**config.mk**
```make
export PLATFORM = sky130hd
export DESIGN_NAME = reg_file
export DESIGN_NICKNAME = d
export VERILOG_FILES = /design/src/rtl/reg_file.sv
export SDC_FILE = /design/constraint.sdc
export NUM_CORES = 1
export LEC_CHECK = 0
export CORE_MARGIN = 2
export CORE_UTILIZATION = 51
export CTS_CLUSTER_DIAMETER = 200
export DETAILED_ROUTE_END_ITERATION = 8
export PLACE_DENSITY_LB_ADDON = 0.08
export SKIP_CTS_REPAIR_TIMING = 1
export SYNTH_ARGS = -nofsm -noshare
export SYNTH_HDL_FRONTEND = slang
export SYNTH_SLANG_ARGS = --single-unit
export TNS_END_PERCENT = 30
```
**constraint.sdc**
```tcl
create_clock -name clk -period 4.9 [get_ports clk]
set_clock_uncertainty 0.2 [all_clocks]
set_input_delay 1.225 -clock clk [delete_from_list [all_inputs] [get_ports clk]]
set_output_delay 1.225 -clock clk [all_outputs]
set_load 0.01 [all_outputs]
```
**src/rtl/reg_file.sv**
```systemverilog
// 14 x 8-bit register file: shared address, synchronous write, combinational read, parallel taps.
// Optional write-first forwarding on rf_reg_out is enabled by defining RF_WRITE_BYPASS_EN.
module reg_file #(
  parameter int unsigned NUM_REGS = 14,
  parameter int unsigned DATA_W   = 8,
  parameter int unsigned ADDR_W   = 4
) (
  input  logic              clk,
  input  logic              rst,
  input  logic              rf_write_reg,
  input  logic [ADDR_W-1:0] rf_reg_in,
  input  logic [DATA_W-1:0] rf_write_data,
  output logic [DATA_W-1:0] rf_reg_out,
  output logic [DATA_W-1:0] rs [NUM_REGS-1:0]
);

  // Declaration initialiser gives the zero power-on state before any edge.
  logic [DATA_W-1:0] regs_q [NUM_REGS-1:0] = '{default: '0};
  logic              addr_ok;
  logic              wr_en;
  logic [DATA_W-1:0] rd_data;

  assign addr_ok = (32'(rf_reg_in) < NUM_REGS);
  assign wr_en   = rf_write_reg && addr_ok;

  always_ff @(posedge clk) begin
    for (int unsigned i = 0; i < NUM_REGS; i++) begin
      if (rst) begin
        regs_q[i] <= '0;
      end else if (wr_en && (ADDR_W'(i) == rf_reg_in)) begin
        regs_q[i] <= rf_write_data;
      end
    end
  end

  // Out-of-range addresses match no entry, so the read falls back to zero.
  always_comb begin
    rd_data = '0;
    for (int unsigned i = 0; i < NUM_REGS; i++) begin
      if (ADDR_W'(i) == rf_reg_in) begin
        rd_data = regs_q[i];
      end
    end
  end

`ifdef RF_WRITE_BYPASS_EN
  always_comb begin
    rf_reg_out = rd_data;
    if (wr_en && !rst) begin
      rf_reg_out = rf_write_data;
    end
  end
`else
  assign rf_reg_out = rd_data;
`endif

  always_comb begin
    for (int unsigned i = 0; i < NUM_REGS; i++) begin
      rs[i] = regs_q[i];
    end
  end

endmodule

```
Yosys cells after proc, flatten, opt, wreduce, memory -nomap -nowiden

Memories as Yosys holds them, arrays and structs flattened.
Index checks and enable logic that the tools add are counted.

Register bits: 0
Bits in writable memories: 112
Bits of input ports: 15
Memories: 1

Magnitude comparators: 1
Eq/ne operators: 13
Mux-type cells: 72
Bitwise logic cells: 14
Reductions and logical operators: 16

Memories:

| name   | words | width | read ports | clocked after Yosys merged registers in | wr ports | line | RTL |
|---|---|---|---|---|---|---|---|
| regs_q | 14    | 8     | 14         | 0                                       | 14       | 18   | `logic [DATA_W-1:0] regs_q [NUM_REGS-1:0] = '{default: '0};` |

Operators with widths:

| cell                 | count |
|---|---|
| $mux W8              | 28 |
| $mux W1              | 44 |
| $eq A4 B4 Y1 const A | 6 |
| $eq A3 B4 Y1 const A | 4 |
| $logic_and A1 B1 Y1  | 15 |
| $or A1 B1 Y1         | 14 |
| $eq A2 B4 Y1 const A | 2 |
| $eq A1 B4 Y1 const A | 1 |
| $logic_not A4 Y1     | 1 |
| $lt A4 B4 Y1 const B | 1 |

Depth between registers and ports, before layout

Gate-level depths: netlist of run 1.

Depth after elaboration: 15
Gate-level depth with buffers: 7

Least setup slack after synthesis of run 1

Ideal clock, no wire load.

Path kind: input -> output
Start: in rf_reg_in[0]
End: out rf_reg_out[0]
Data arrival time: 2.360 ns
Required time: 3.475 ns
Setup slack: 1.115 ns
Cell stages on the path: 6
Buffers on the path: 2
Cell sequence: buf_6 or2_1 buf_6 o211a_4 a222oi_1 o211ai_1

Word-level cells in the longest chain between the ends: 15
Elaborated cells on any way between the ends: 28
Those cells by class: eq/ne: 13; mux: 14; reduce/logical: 1

RTL lines:

| item                  | line | RTL |
|---|---|---|
| from (decl)           | 11   | `input logic [ADDR_W-1:0] rf_reg_in,` |
| $logic_not A4 Y1      | 40   | `if (ADDR_W'(i) == rf_reg_in) begin` |
| $mux W8 (13 in a row) | 40   |  |
| $mux W8 *             | 40   |  |
| to (decl)             | 13   | `output logic [DATA_W-1:0] rf_reg_out,` |

Every way passes the cells marked *; elsewhere a longest branch is shown, timed or not.

Worst setup path in the final report of run 1

Start: in rf_reg_in[0]
End: out rf_reg_out[3]

Same word-level chain as after synthesis.

==> results.tsv, run 1 <==
stage	metric	value	unit
critical_path	crit_type	in -> out	
synth	synth_warnings	0	
synth	synth.avg_cell_area	12.2	um2
worst_hold_path	hold_depth	3	
timing	maxSlewViolCount	0	
power	p_per_area	282	nW/um2
grt	grt_pass1_wl	24600	um
timing	setup_viol	0	
power	switching_share	26.1	%
power	pwr-share-comb	17.8	%
cells_and_area	nets	611	
placement	hpwl	12400	um
floorplanning	placementRows	38	
critical_path	arrival	3.23	ns
grt	grtUsageTotal	29.0	%
cts	cts_num_sinks	112	
floorplanning	ios	135	
flow_run	drv_cap	0	
cells_and_area	drive_above_1_share	10.1	%
grt	grt_max_degree	26	
power	switchingPower	543	uW
timing	rsz0062_at_grt	false	
placement	gp_congestion	0.947	
drt	wl_per_cell	22.5	um
floorplanning	die_area	11900	um2
power	p_leak	0.00267	uW
timing	worst_pin_slew	0.852	ns
cts	cts_buffers	9	
drt	drtIter0Drc	450	
critical_path	worstPathRequired	3.47	ns
drt	drc	0	
floorplanning	chipHeight	109	um
synth	synthAdderAreaFrac	0	%
cts	path_clk_slew	0.11	ns
cells_and_area	design_area	7380	um2
timing	fin_crit_sh	95.1	%
cells_and_area	largest_register	regs_q	
power	clkPwrFrac	26.7	%
timing	holdWs	1.60	ns
critical_path	path_cells	buf_2 -> buf_4 -> nand2_1 -> o22a_1 -> a31oi_1 -> clkdlybuf4s50_1	
critical_path	worstPathMaxFanout	19	
cells_and_area	final_core_utilization	68.1	%
power	p_seq_share	55.5	%
worst_hold_path	hp-class	in -> reg	
grt	first_global_vias	4178	
timing	clock.fmax	215	MHz
critical_path	cp-start-kind	input pin	
cells_and_area	largestRegisters	regs_q (112)	
drt	first_pass_iters	7	
cells_and_area	syn2layout_area_growth	30.7	%
timing	maxSlewHeadroom	43.1	%
cts	clk_root_buffer_cell	clkbuf_8	
floorplanning	fp.coreArea	10800	um2
cells_and_area	diodes	0	
floorplanning	die_w	109	um
grt	antenna_found_initial	0	
critical_path	crit_slowest_cell	clkdlybuf4s50_1	
drt	avgViaCountPerCell	5.79	
cts	clock_path_buffers	2	
synth	synth_nets	478	
worst_hold_path	min_to	regs_q[1][38]	
power	peakVddDrop	0.200	mV
synth	synth_mux_area_share	6.05	%
run_status	status	complete, no violations	
power	finalPower	2080	uW
timing	hold_violations	0	
drt	postRouteAntennaNets	0	
floorplanning	start_util	52.1	%
timing	period_minus_slack	4.66	ns
synth	synthSimpleGateAreaFrac	20.0	%
cts	h-tree-depth	3	
drt	postRouteWirelength	16700	um
timing	setup_tns	0	ns
cells_and_area	largest_reg_flops	112	
synth	synth_top_family_by_area	simple AND/OR/NAND/NOR gates	
placement	portBuffers	134	
cts	cts_tree	done	
critical_path	critPathBufInv	3	
power	internal-power	1540	uW
critical_path	end_kind	primary output	
critical_path	critPathTopFamily	buffers and inverters	
synth	synthCells	463	
synth	ys_seq_area_share	59.5	%
worst_hold_path	hold_path.startpoint	rf_reg_in[1]	
critical_path	cp_slowest_stage_delay	0.58	ns
synth	synth_seq_cells	112	
synth	yosysUniqueCellTypes	40	
drt	vias	4290	
synth	netlist_area	5650	um2
synth	synth-compound-area-share	10.9	%
synth	synthXorXnorAreaFrac	0	%
grt	grt_overflow_total	0	
placement	placed_cell_area	7170	um2
==> worst max path at each step <==
stage	startpoint	depth (start not counted)	slack, ns	to
3_3_place_gp	rf_reg_in[2]	6	0.13	rf_reg_out[5]
6_report	rf_reg_in[0]	6	0.24	rf_reg_out[3]
2_1_floorplan	rf_reg_in[0]	6	1.11	rf_reg_out[0]
3_5_place_dp	rf_reg_in[2]	6	0.03	rf_reg_out[5]
4_1_cts	rf_reg_in[2]	6	0.03	rf_reg_out[5]
5_1_grt	rf_reg_in[0]	6	0.12	rf_reg_out[5]
==> layout make-up <==
class                      instances  area [um2]
tap                              140         175
inverter                           9        33.8
multi-input combinational        308        2100
timing repair buffer             156        1510
clock buffer                       9         124
fill                             872        3460
sequential                       112        3360
clock inverter                     7        71.3
==> synth_stat cells <==
cell,n,area share [%]
edfxtp_1,112,60
and2_1,105,12
nor2b_1,24,2.7
nand2_1,21,1.4
clkbuf_1,16,1.1
nor2_1,16,1.1
mux2_2,15,3.0
mux2i_1,15,2.7
o211ai_1,14,1.9
o21ai_0,14,1.2
o21bai_1,12,1.6
buf_2,10,0.89
inv_1,9,0.60
nor3b_1,9,1.2
a21oi_1,8,0.71
and3_1,8,0.89
o22ai_1,8,0.89
a222oi_1,7,1.2
o21a_1,7,0.93
o32ai_1,7,1.1
buf_1,3,0.20
buf_4,3,0.40
buf_6,2,0.40
nand2b_1,2,0.22
a2111oi_0,1,0.16
a21o_1,1,0.13
a311o_1,1,0.18
a31oi_1,1,0.11
a41o_1,1,0.18
and2b_1,1,0.13
and3b_1,1,0.16
mux4_2,1,0.40
nand3_1,1,0.089
nor3b_2,1,0.22
o211a_4,1,0.31
o21ai_1,1,0.089
o22a_1,1,0.16
or2_1,1,0.11
or3_1,1,0.11
or3b_1,1,0.16
==> through the flow <==
step	cells	setup slack (ns)
finish	741	0.240
global route	741	0.123
CTS	741	0.0311
detailed placement	725	0.0290
global placement	725	0.127
floorplan	463	1.11
==> worst min-delay path, cell delays in order <==
cell and delay [ns]:
buf_2 0.27, nor2_1 0.09, a41o_1 0.38
==> metal layers <==
| metal | vias up | routed length, um | global-route usage [%] |
|---|---|---|---|
| li1 | 1939 | - | - |
| met1 | 2109 | 7010 | 41.1 |
| met2 | 220 | 8100 | 46.1 |
| met3 | 22 | 1260 | 4.18 |
| met4 | 0 | 306 | 9.67 |
| met5 | - | 0 | 0 |
==> power by group through the flow <==
stage	Sequential, uW	Clock [uW]	Combinational, uW
after floorplan	1190	0	131
after global placement	1170	0	365
after detailed placement	1180	0	367
after CTS	1150	559	369
after global routing	1160	592	394
final	1150	555	370
==> kinds of logic after synthesis <==
logic type | Yosys count
compound gates | 85
mux | 31
simple gates | 192
flops | 112
buf+inv | 43
==> cells in the final DEF, fill, tap and decap left out, types with 9 or more instances in the layout <==
master,count
o21bai_1,12
mux2_2,15
nor2b_1,24
and2_1,104
edfxtp_1,112
buf_4,21
o211ai_1,14
inv_1,9
mux2i_1,15
nor3b_1,9
o21ai_0,14
clkbuf_8,9
nor2_1,16
clkdlybuf4s50_1,130
nand2_1,21
Power figures use the tool's default switching activity.
==> inputs of run 2 (changes only) <==
Settings changed: CORE_MARGIN 2 to 3.
==> run 2 against run 1 <==
Die area is 3.7% higher. Largest power group unchanged. Sequential cell count stayed put. Clock power hardly changed. Clock-buffer cell count is 3 higher. Non-clock buffer count is 2 lower. Routed wire length is 2.6% higher. Sequential share of layout area is 0.30 points higher. First-iteration DRC count is 2.9% lower. Power hardly changed. Via count is 1.9% higher.
==> results.tsv, run 2 (same netlist as run 1, synthesis figures left out) <==
stage	metric	value	unit
grt	grt_overflow_total	0	
drt	avgViaCountPerCell	5.95	
floorplanning	start_util	53.5	%
timing	maxSlewHeadroom	22.6	%
floorplanning	chipHeight	111	um
timing	fin_crit_sh	98.0	%
power	internal-power	1540	uW
power	pwr-share-comb	17.6	%
power	peakVddDrop	0.202	mV
drt	postRouteAntennaNets	0	
cells_and_area	layout_common_cells	clkdlybuf4s50_1, edfxtp_1, and2_1	
power	p_leak	0.00263	uW
grt	grt_pass1_wl	26000	um
cts	cts_num_sinks	112	
placement	place_inst	719	
cells_and_area	largest_reg_flops	112	
power	p_seq_share	55.6	%
drt	first_pass_iters	5	
timing	rsz0062_at_grt	false	
critical_path	arrival	3.38	ns
floorplanning	ios	135	
placement	hpwl	12600	um
grt	grt_max_degree	24	
run_status	status	complete, no violations	
cells_and_area	layout_commonest_cell	clkdlybuf4s50_1	
power	finalPower	2080	uW
timing	worst_pin_slew	1.16	ns
drt	drtIter0Drc	437	
placement	gp_congestion	0.930	
drt	drc	0	
cells_and_area	largestRegisters	regs_q (112)	
cts	cts_buffers	9	
floorplanning	placementRows	37	
cells_and_area	largest_register	regs_q	
timing	clock.fmax	208	MHz
power	clkPwrFrac	26.8	%
critical_path	cp-start-kind	input pin	
drt	vias	4373	
power	switchingPower	543	uW
timing	holdWs	1.62	ns
placement	portBuffers	134	
floorplanning	fp.coreArea	10600	um2
critical_path	worstPathMaxFanout	16	
critical_path	crit_start	rf_reg_in[2]	
critical_path	critPathCapture	rf_reg_out[0]	
timing	hold_violations	0	
cts	path_clk_slew	0.10	ns
cts	clk_root_buffer_cell	clkbuf_8	
drt	postRouteWirelength	17100	um
critical_path	worstPathRequired	3.47	ns
cells_and_area	nets	609	
critical_path	end_kind	primary output	
cells_and_area	drive_above_1_share	9.35	%
power	switching_share	26.1	%
worst_hold_path	hp-class	in -> reg	
grt	antenna_found_initial	0	
cells_and_area	syn2layout_area_growth	29.8	%
power	p_per_area	283	nW/um2
cts	cts_tree	done	
timing	setup_viol	0	
timing	setup_tns	0	ns
floorplanning	die_area	12400	um2
cells_and_area	diodes	0	
critical_path	crit_type	in -> out	
floorplanning	die_w	111	um
drt	wl_per_cell	23.3	um
cts	clock_path_buffers	2	
flow_run	drv_cap	0	
grt	first_global_vias	4441	
cells_and_area	final_cells	735	
cts	h-tree-depth	3	
timing	maxSlewViolCount	0	
timing	period_minus_slack	4.80	ns
grt	grtUsageTotal	27.6	%
[run 2: cell count changes in the layout (fill, tap and decap cells not counted), sizes merged]
| cell | delta |
|---|---|
| clkbuf | +3 |
| clkdlybuf4s50 | +1 |
| buf | -2 |
| dlymetal6s2s | -1 |
| clkinv | -3 |
[run 2: worst max-delay path: stages]
cell,delay [ns]
clkdlybuf4s50_1,0.47
buf_4,0.19
buf_4,0.19
o211a_4,0.30
a222oi_1,0.37
o211ai_1,0.13
clkdlybuf4s50_1,0.49
[run 2: final cells by class]
cell class,instances,area (um2)
clock inverter,4,52.6
timing repair buffer,154,1480
clock buffer,12,135
sequential,112,3360
inverter,9,33.8
fill,837,3220
multi-input combinational,308,2100
tap,136,170
[run 2: worst min path at each step]
stage	slack, ns	end	startpoint	depth (start not counted)
5_1_grt	1.65	regs_q[1][25]	rf_reg_in[0]	5
3_3_place_gp	1.87	rs[23]	regs_q[0][23]	1
3_5_place_dp	1.88	rs[35]	regs_q[0][35]	1
4_1_cts	1.60	regs_q[1][25]	rf_reg_in[0]	5
2_1_floorplan	1.22	regs_q[0][56]	rf_write_data[0]	1
6_report	1.62	regs_q[1][25]	rf_reg_in[0]	5
[run 2: through the flow]
stage	worst slack, ns	instance area [um2]	utilization (%)
6_report	0.0977	7330	69.5
2_1_floorplan	1.11	5650	-
4_1_cts	-0.0404	7320	69.4
3_3_place_gp	0.0347	7130	67.6
5_1_grt	0.0359	7330	69.5
3_5_place_dp	-0.0394	7130	67.6
[run 2: metal layers]
| layer | up-vias | global-route usage, % | part of all wire (%) |
|---|---|---|---|
| met2 | 231 | 44.6 | 48 |
| li1 | 1943 | - | - |
| met4 | 0 | 8.03 | 2.2 |
| met1 | 2167 | 38.1 | 42 |
| met5 | - | 0 | 0 |
| met3 | 32 | 5.62 | 8.0 |
[run 2: power groups by stage]
stage / sequential [uW] / combinational [uW] / clock [uW]
2_1_floorplan: 1190 / 131 / 0
3_5_place_dp: 1180 / 364 / 0
6_report: 1160 / 365 / 557
4_1_cts: 1150 / 366 / 555
5_1_grt: 1160 / 386 / 595
3_3_place_gp: 1180 / 362 / 0
